File: src/rtl/muldiv_pkg.sv
// Shared encodings and types for the HI/LO multiply/divide engine.
package muldiv_pkg;

  localparam int DEFAULT_WIDTH = 32;

  localparam logic OP_MULTU = 1'b0;
  localparam logic OP_DIVU  = 1'b1;

  typedef enum logic [1:0] {
    IDLE,
    RUN,
    FIN
  } state_t;

endpackage

File: src/rtl/muldiv_step.sv
// One combinational iteration of the shared shift datapath: radix-2
// shift-add multiply or restoring divide on the working {hi,lo} pair.
module muldiv_step
  import muldiv_pkg::*;
#(
  parameter int WIDTH = DEFAULT_WIDTH
) (
  input  logic             op,
  input  logic [WIDTH-1:0] hi,
  input  logic [WIDTH-1:0] lo,
  input  logic [WIDTH-1:0] operand,
  output logic [WIDTH-1:0] next_hi,
  output logic [WIDTH-1:0] next_lo
);

  logic [WIDTH:0] mul_sum;
  logic [WIDTH:0] rem_shift;
  logic [WIDTH:0] diff;

  // Multiply keeps the carry of the partial sum so it shifts into hi's MSB;
  // divide trial-subtracts in WIDTH+1 bits and uses the MSB as the sign.
  always_comb begin
    mul_sum = {1'b0, hi};
    if (lo[0]) begin
      mul_sum = {1'b0, hi} + {1'b0, operand};
    end
    rem_shift = {hi, lo[WIDTH-1]};
    diff      = rem_shift - {1'b0, operand};
    next_hi   = hi;
    next_lo   = lo;
    if (op == OP_MULTU) begin
      next_hi = mul_sum[WIDTH:1];
      next_lo = {mul_sum[0], lo[WIDTH-1:1]};
    end else if (!diff[WIDTH]) begin
      next_hi = diff[WIDTH-1:0];
      next_lo = {lo[WIDTH-2:0], 1'b1};
    end else begin
      next_hi = rem_shift[WIDTH-1:0];
      next_lo = {lo[WIDTH-2:0], 1'b0};
    end
  end

endmodule

File: src/rtl/muldiv_unit.sv
// Multi-cycle unsigned multu/divu engine owning the architectural HI/LO
// registers; stalls mfhi/mflo while an operation is in flight.
module muldiv_unit
  import muldiv_pkg::*;
#(
  parameter int WIDTH = DEFAULT_WIDTH
) (
  input  logic             clk,
  input  logic             rst_n,
  input  logic             start,
  input  logic             op,
  input  logic [WIDTH-1:0] a,
  input  logic [WIDTH-1:0] b,
  input  logic             rd_en,
  input  logic             rd_sel,
  output logic [WIDTH-1:0] rd_data,
  output logic             busy,
  output logic             done,
  output logic             stall
);

  localparam int CNT_W = $clog2(WIDTH + 1);

  state_t           state;
  logic [CNT_W-1:0] counter;
  logic             op_q;
  logic [WIDTH-1:0] work_hi;
  logic [WIDTH-1:0] work_lo;
  logic [WIDTH-1:0] operand;
  logic [WIDTH-1:0] hi_q;
  logic [WIDTH-1:0] lo_q;
  logic [WIDTH-1:0] step_hi;
  logic [WIDTH-1:0] step_lo;
  logic             done_q;

  muldiv_step #(
    .WIDTH(WIDTH)
  ) u_step (
    .op      (op_q),
    .hi      (work_hi),
    .lo      (work_lo),
    .operand (operand),
    .next_hi (step_hi),
    .next_lo (step_lo)
  );

  // HI/LO are touched only at the result edge, so reads during RUN see the
  // pre-operation values; start is ignored outside IDLE.
  always_ff @(posedge clk or negedge rst_n) begin
    if (!rst_n) begin
      state   <= IDLE;
      counter <= '0;
      op_q    <= OP_MULTU;
      work_hi <= '0;
      work_lo <= '0;
      operand <= '0;
      hi_q    <= '0;
      lo_q    <= '0;
      done_q  <= 1'b0;
    end else begin
      done_q <= 1'b0;
      unique case (state)
        IDLE: begin
          if (start) begin
            op_q    <= op;
            work_hi <= '0;
            if (op == OP_DIVU && b == '0) begin
              work_lo <= a;
              operand <= b;
              hi_q    <= a;
              lo_q    <= '1;
              counter <= '0;
              done_q  <= 1'b1;
              state   <= FIN;
            end else begin
              work_lo <= (op == OP_MULTU) ? b : a;
              operand <= (op == OP_MULTU) ? a : b;
              counter <= CNT_W'(WIDTH);
              state   <= RUN;
            end
          end
        end
        RUN: begin
          work_hi <= step_hi;
          work_lo <= step_lo;
          counter <= counter - CNT_W'(1);
          if (counter == CNT_W'(1)) begin
            hi_q   <= step_hi;
            lo_q   <= step_lo;
            done_q <= 1'b1;
            state  <= FIN;
          end
        end
        FIN: begin
          state <= IDLE;
        end
        default: begin
          state <= IDLE;
        end
      endcase
    end
  end

  assign busy    = (state != IDLE);
  assign done    = done_q;
  assign stall   = busy & rd_en;
  assign rd_data = rd_sel ? hi_q : lo_q;

endmodule

File: config.mk
export PLATFORM = sky130hd
export DESIGN_NAME = muldiv_unit
export DESIGN_NICKNAME = d
export VERILOG_FILES = /design/src/rtl/muldiv_pkg.sv /design/src/rtl/muldiv_step.sv /design/src/rtl/muldiv_unit.sv
export SDC_FILE = /design/constraint.sdc
export NUM_CORES = 1
export LEC_CHECK = 0
export ABC_CLOCK_PERIOD_IN_PS = 3580
export BUFFER_PORTS_ARGS = -buffer_cell sky130_fd_sc_hd__buf_2
export CAP_MARGIN = 10
export CORE_MARGIN = 2
export CORE_UTILIZATION = 36
export DETAILED_ROUTE_END_ITERATION = 6
export GPL_TIMING_DRIVEN = 0
export SLEW_MARGIN = 5
export SYNTH_ARGS = -nofsm -noshare
export SYNTH_HDL_FRONTEND = slang
export SYNTH_SLANG_ARGS = --single-unit
export TNS_END_PERCENT = 100
File: constraint.sdc
create_clock -name clk -period 3.58 [get_ports clk]
set_input_delay 0.716 -clock clk [delete_from_list [all_inputs] [get_ports clk]]
set_output_delay 0.716 -clock clk [all_outputs]
set_load 0.02 [all_outputs]
==> impl_metrics.csv <==
group,metric,value,unit
detailed_routing,drc,0,
detailed_routing,vias,12300,
placement,dpl_worst_slack,-803,ps
layout,drive_above_1_share,0.162,
setup_path,critical_path_required,3950,ps
detailed_routing,vias_per_cell,5.88,
timing,worst-slew-pin-transition,1100,ps
detailed_routing,finalWirelength,46600,µm
logic_synthesis,netlist-cell-type-count,75,
run_status,outcome,"completed",
logic_synthesis,seq_area_frac_synth,0.339,
detailed_routing,first_pass_iters,5,
layout,final_common_cell,"nand2_1",
logic_synthesis,synth-simple-area-share,0.152,
layout,syn2layout_area_growth,17.6,%
clock_tree,numClockSinks,170,
logic_synthesis,syn_inst,1474,
timing,fin_crit_sh,0.987,
detailed_routing,drt_iter0_drc,990,
logic_synthesis,synthAdderAreaFrac,0.0690,
setup_path,slowest_delay,450,ps
timing,fin_ws,48.2,ps
timing,slew_viol_final,0,
grt,grt_pass1_wl,70400,µm
setup_path,worstPathArrival,3900,ps
logic_synthesis,synth_top_family_by_area,"compound AO/OA/AOI/OAI gates",
timing,max_freq,0.283,GHz
layout,finalNonFillerCells,2087,
die,dieHeight,191,µm
clock_tree,postCtsHoldBufs,0,
run,maxCapViolations,0,
placement,io_buffer_count,103,
clock_tree,clockBufferDepth,2,
logic_synthesis,synth-xor-area-share,0.0377,
layout,final_cell_mix,"203 x nand2_1, 163 x dfrtp_1, 114 x nor2_1",
die,io_pins,105,
logic_synthesis,syn_nets,1612,
logic_synthesis,async_reset_ff_frac,1.00,
detailed_routing,drt-wirelength-per-cell,22.4,µm
logic_synthesis,ys_warn_count,0,
logic_synthesis,syn_area,12600,µm²
setup_path,worst_path_max_delay_cell,"dfrtp_2",
logic_synthesis,synthMuxAreaShare,0.117,
setup_path,crit_fanout,6,
logic_synthesis,synth_flop_cell,"dfrtp_1",
clock_tree,htree_levels,4,
layout,diodes,0,
grt,antenna_found_initial,2,
logic_synthesis,synth_top_area_cell,"dfrtp_1",
clock_tree,cts-root-buf,"clkbuf_16",
logic_synthesis,synth-compound-area-share,0.243,
die,die_w,191,µm
layout,seq_area,4260,µm²
timing,final-setup-viol-count,0,
grt,grt_pass1_vias,12000,
hold_path,hp-class,"in -> async",
clock_tree,clk_pin_slew,70,ps
timing,slew-limit-headroom,0.264,
detailed_routing,ant_nets,0,
timing,finClkSkew,7.93,ps
setup_path,crit_chain,"inv_2, ha_4, inv_1, fa_2, a211oi_4, o21bai_4, o211ai_4, a21oi_2, nor3_2, buf_4, nor3b_4, nor2_4, clkbuf_16, o21ai_0, a211o_1, a31oi_1",
logic_synthesis,ys_ff_latch,170,
placement,dp_cells,2033,
die,rows,68,
grt,grt_max_degree,87,
logic_synthesis,yosys-top-cells-area,"dfrtp_1 34%, mux2i_1 8.4%, ha_1 6.6%",
grt,grt_use_total,0.254,
setup_path,crit_path_end_kind,"flop",
placement,finalWeightedCongestion,0.951,
placement,dpl.hpwl,35700,µm
clock_tree,numCtsBuffers,17,
logic_synthesis,synth_top_cell_area_share,0.339,
setup_path,timing.critical_path.from_type,"flop",
logic_synthesis,synth_edf_count,0,
timing,hold_viol,0,
die,die_area,36400,µm²
clock_tree,cts_tree,"yes",
grt,overflow,0,
logic_synthesis,syn_avg_cell_area,8.52,µm²
die,fp.coreArea,34500,µm²
layout,num-fill-cells,3470,
timing,min_period,3530,ps
clock_tree,clock_latency,450,ps
die,start_util,0.364,
setup_path,criticalPathCategory,"reg -> reg",
timing,setup_tns,0,ps
layout,nets,1757,
layout,multi_input_area,8020,µm²
==> synth_stat cells, types with 38 or more instances <==
| cell type | number |
|---|---|
| nor2_1 | 114 |
| xnor2_1 | 38 |
| o211ai_1 | 44 |
| a31oi_1 | 47 |
| mux2i_1 | 106 |
| inv_1 | 53 |
| ha_1 | 66 |
| clkbuf_1 | 74 |
| dfrtp_1 | 170 |
| nand2_1 | 203 |
| a21oi_1 | 91 |
| o21ai_0 | 117 |
==> stage by stage <==
stage | area, µm² | hold WS [ps] | util
2_1_floorplan | 12600 | 420 | -
3_3_place_gp | 13600 | 469 | 0.396
3_5_place_dp | 13700 | 480 | 0.397
4_1_cts | 14500 | 293 | 0.421
5_1_grt | 14800 | 303 | 0.429
6_report | 14800 | 243 | 0.429
==> flip-flops by register name, indices dropped and copies added, names as in the netlist, 2 cells and up <==
register and count:
hi_q 32, lo_q 32, operand 32, work_hi 32, work_lo 32, counter 6
state 2
==> kinds of logic after synthesis <==
| group | count (synthesis) |
|---|---|
| flops | 170 |
| buf+inv | 140 |
| mux | 142 |
| compound gates | 467 |
| xor+xnor | 54 |
| simple gates | 433 |
| fa+ha+maj | 68 |
==> path summary, 6_finish.rpt <==
check / start / cells past startpoint / slack, ps / end
worst max-delay path: work_lo[31] / 16 / 50 / hi_q[6]
worst min-delay path: rst_n / 1 / 240 / lo_q[27]
worst max register to register: work_lo[31] / 16 / 50 / hi_q[6]
worst min register to register: counter[5] / 1 / 490 / counter[5]
max in group asynchronous: rst_n / 2 / 2450 / operand[1]
min in group clk: counter[5] / 1 / 490 / counter[5]
==> worst max-delay path: cells and delay by family, from the launching register on <==
family                     cells  cell delay, ps
adders and majority gates      2             500
AOI/OAI and AO/OA              7            1400
and+or+nand+nor                3             560
buffers and inverters          4             530
DFF                            1             450
==> layer usage <==
| layer | share of wire | track usage |
|---|---|---|
| met4 | 0.036 | 0.0930 |
| met2 | 0.46 | 0.411 |
| met3 | 0.075 | 0.0436 |
| met1 | 0.43 | 0.339 |
| met5 | 0.00032 | 0 |
==> area by class of cell <==
cell class / instances / share of cell area
timing repair buffer: 126 / 0.0501
clock inverter: 10 / 0.0113
clock buffer: 22 / 0.0307
tap: 455 / 0.0385
inverter: 53 / 0.0135
multi-input combinational: 1164 / 0.543
buffer: 87 / 0.0246
sequential: 170 / 0.289
==> what timing repair did <==
action                     4_1_cts  5_1_grt
setup buffers                    8       14
setup endpoints to repair       97       69
gates cloned                     0        1
gates resized for setup         31       48
pin swaps                        9       15
Power is left out: the tool's default activity adds up to more than one toggle a clock period on the data nets, which glitch-free logic cannot reach.
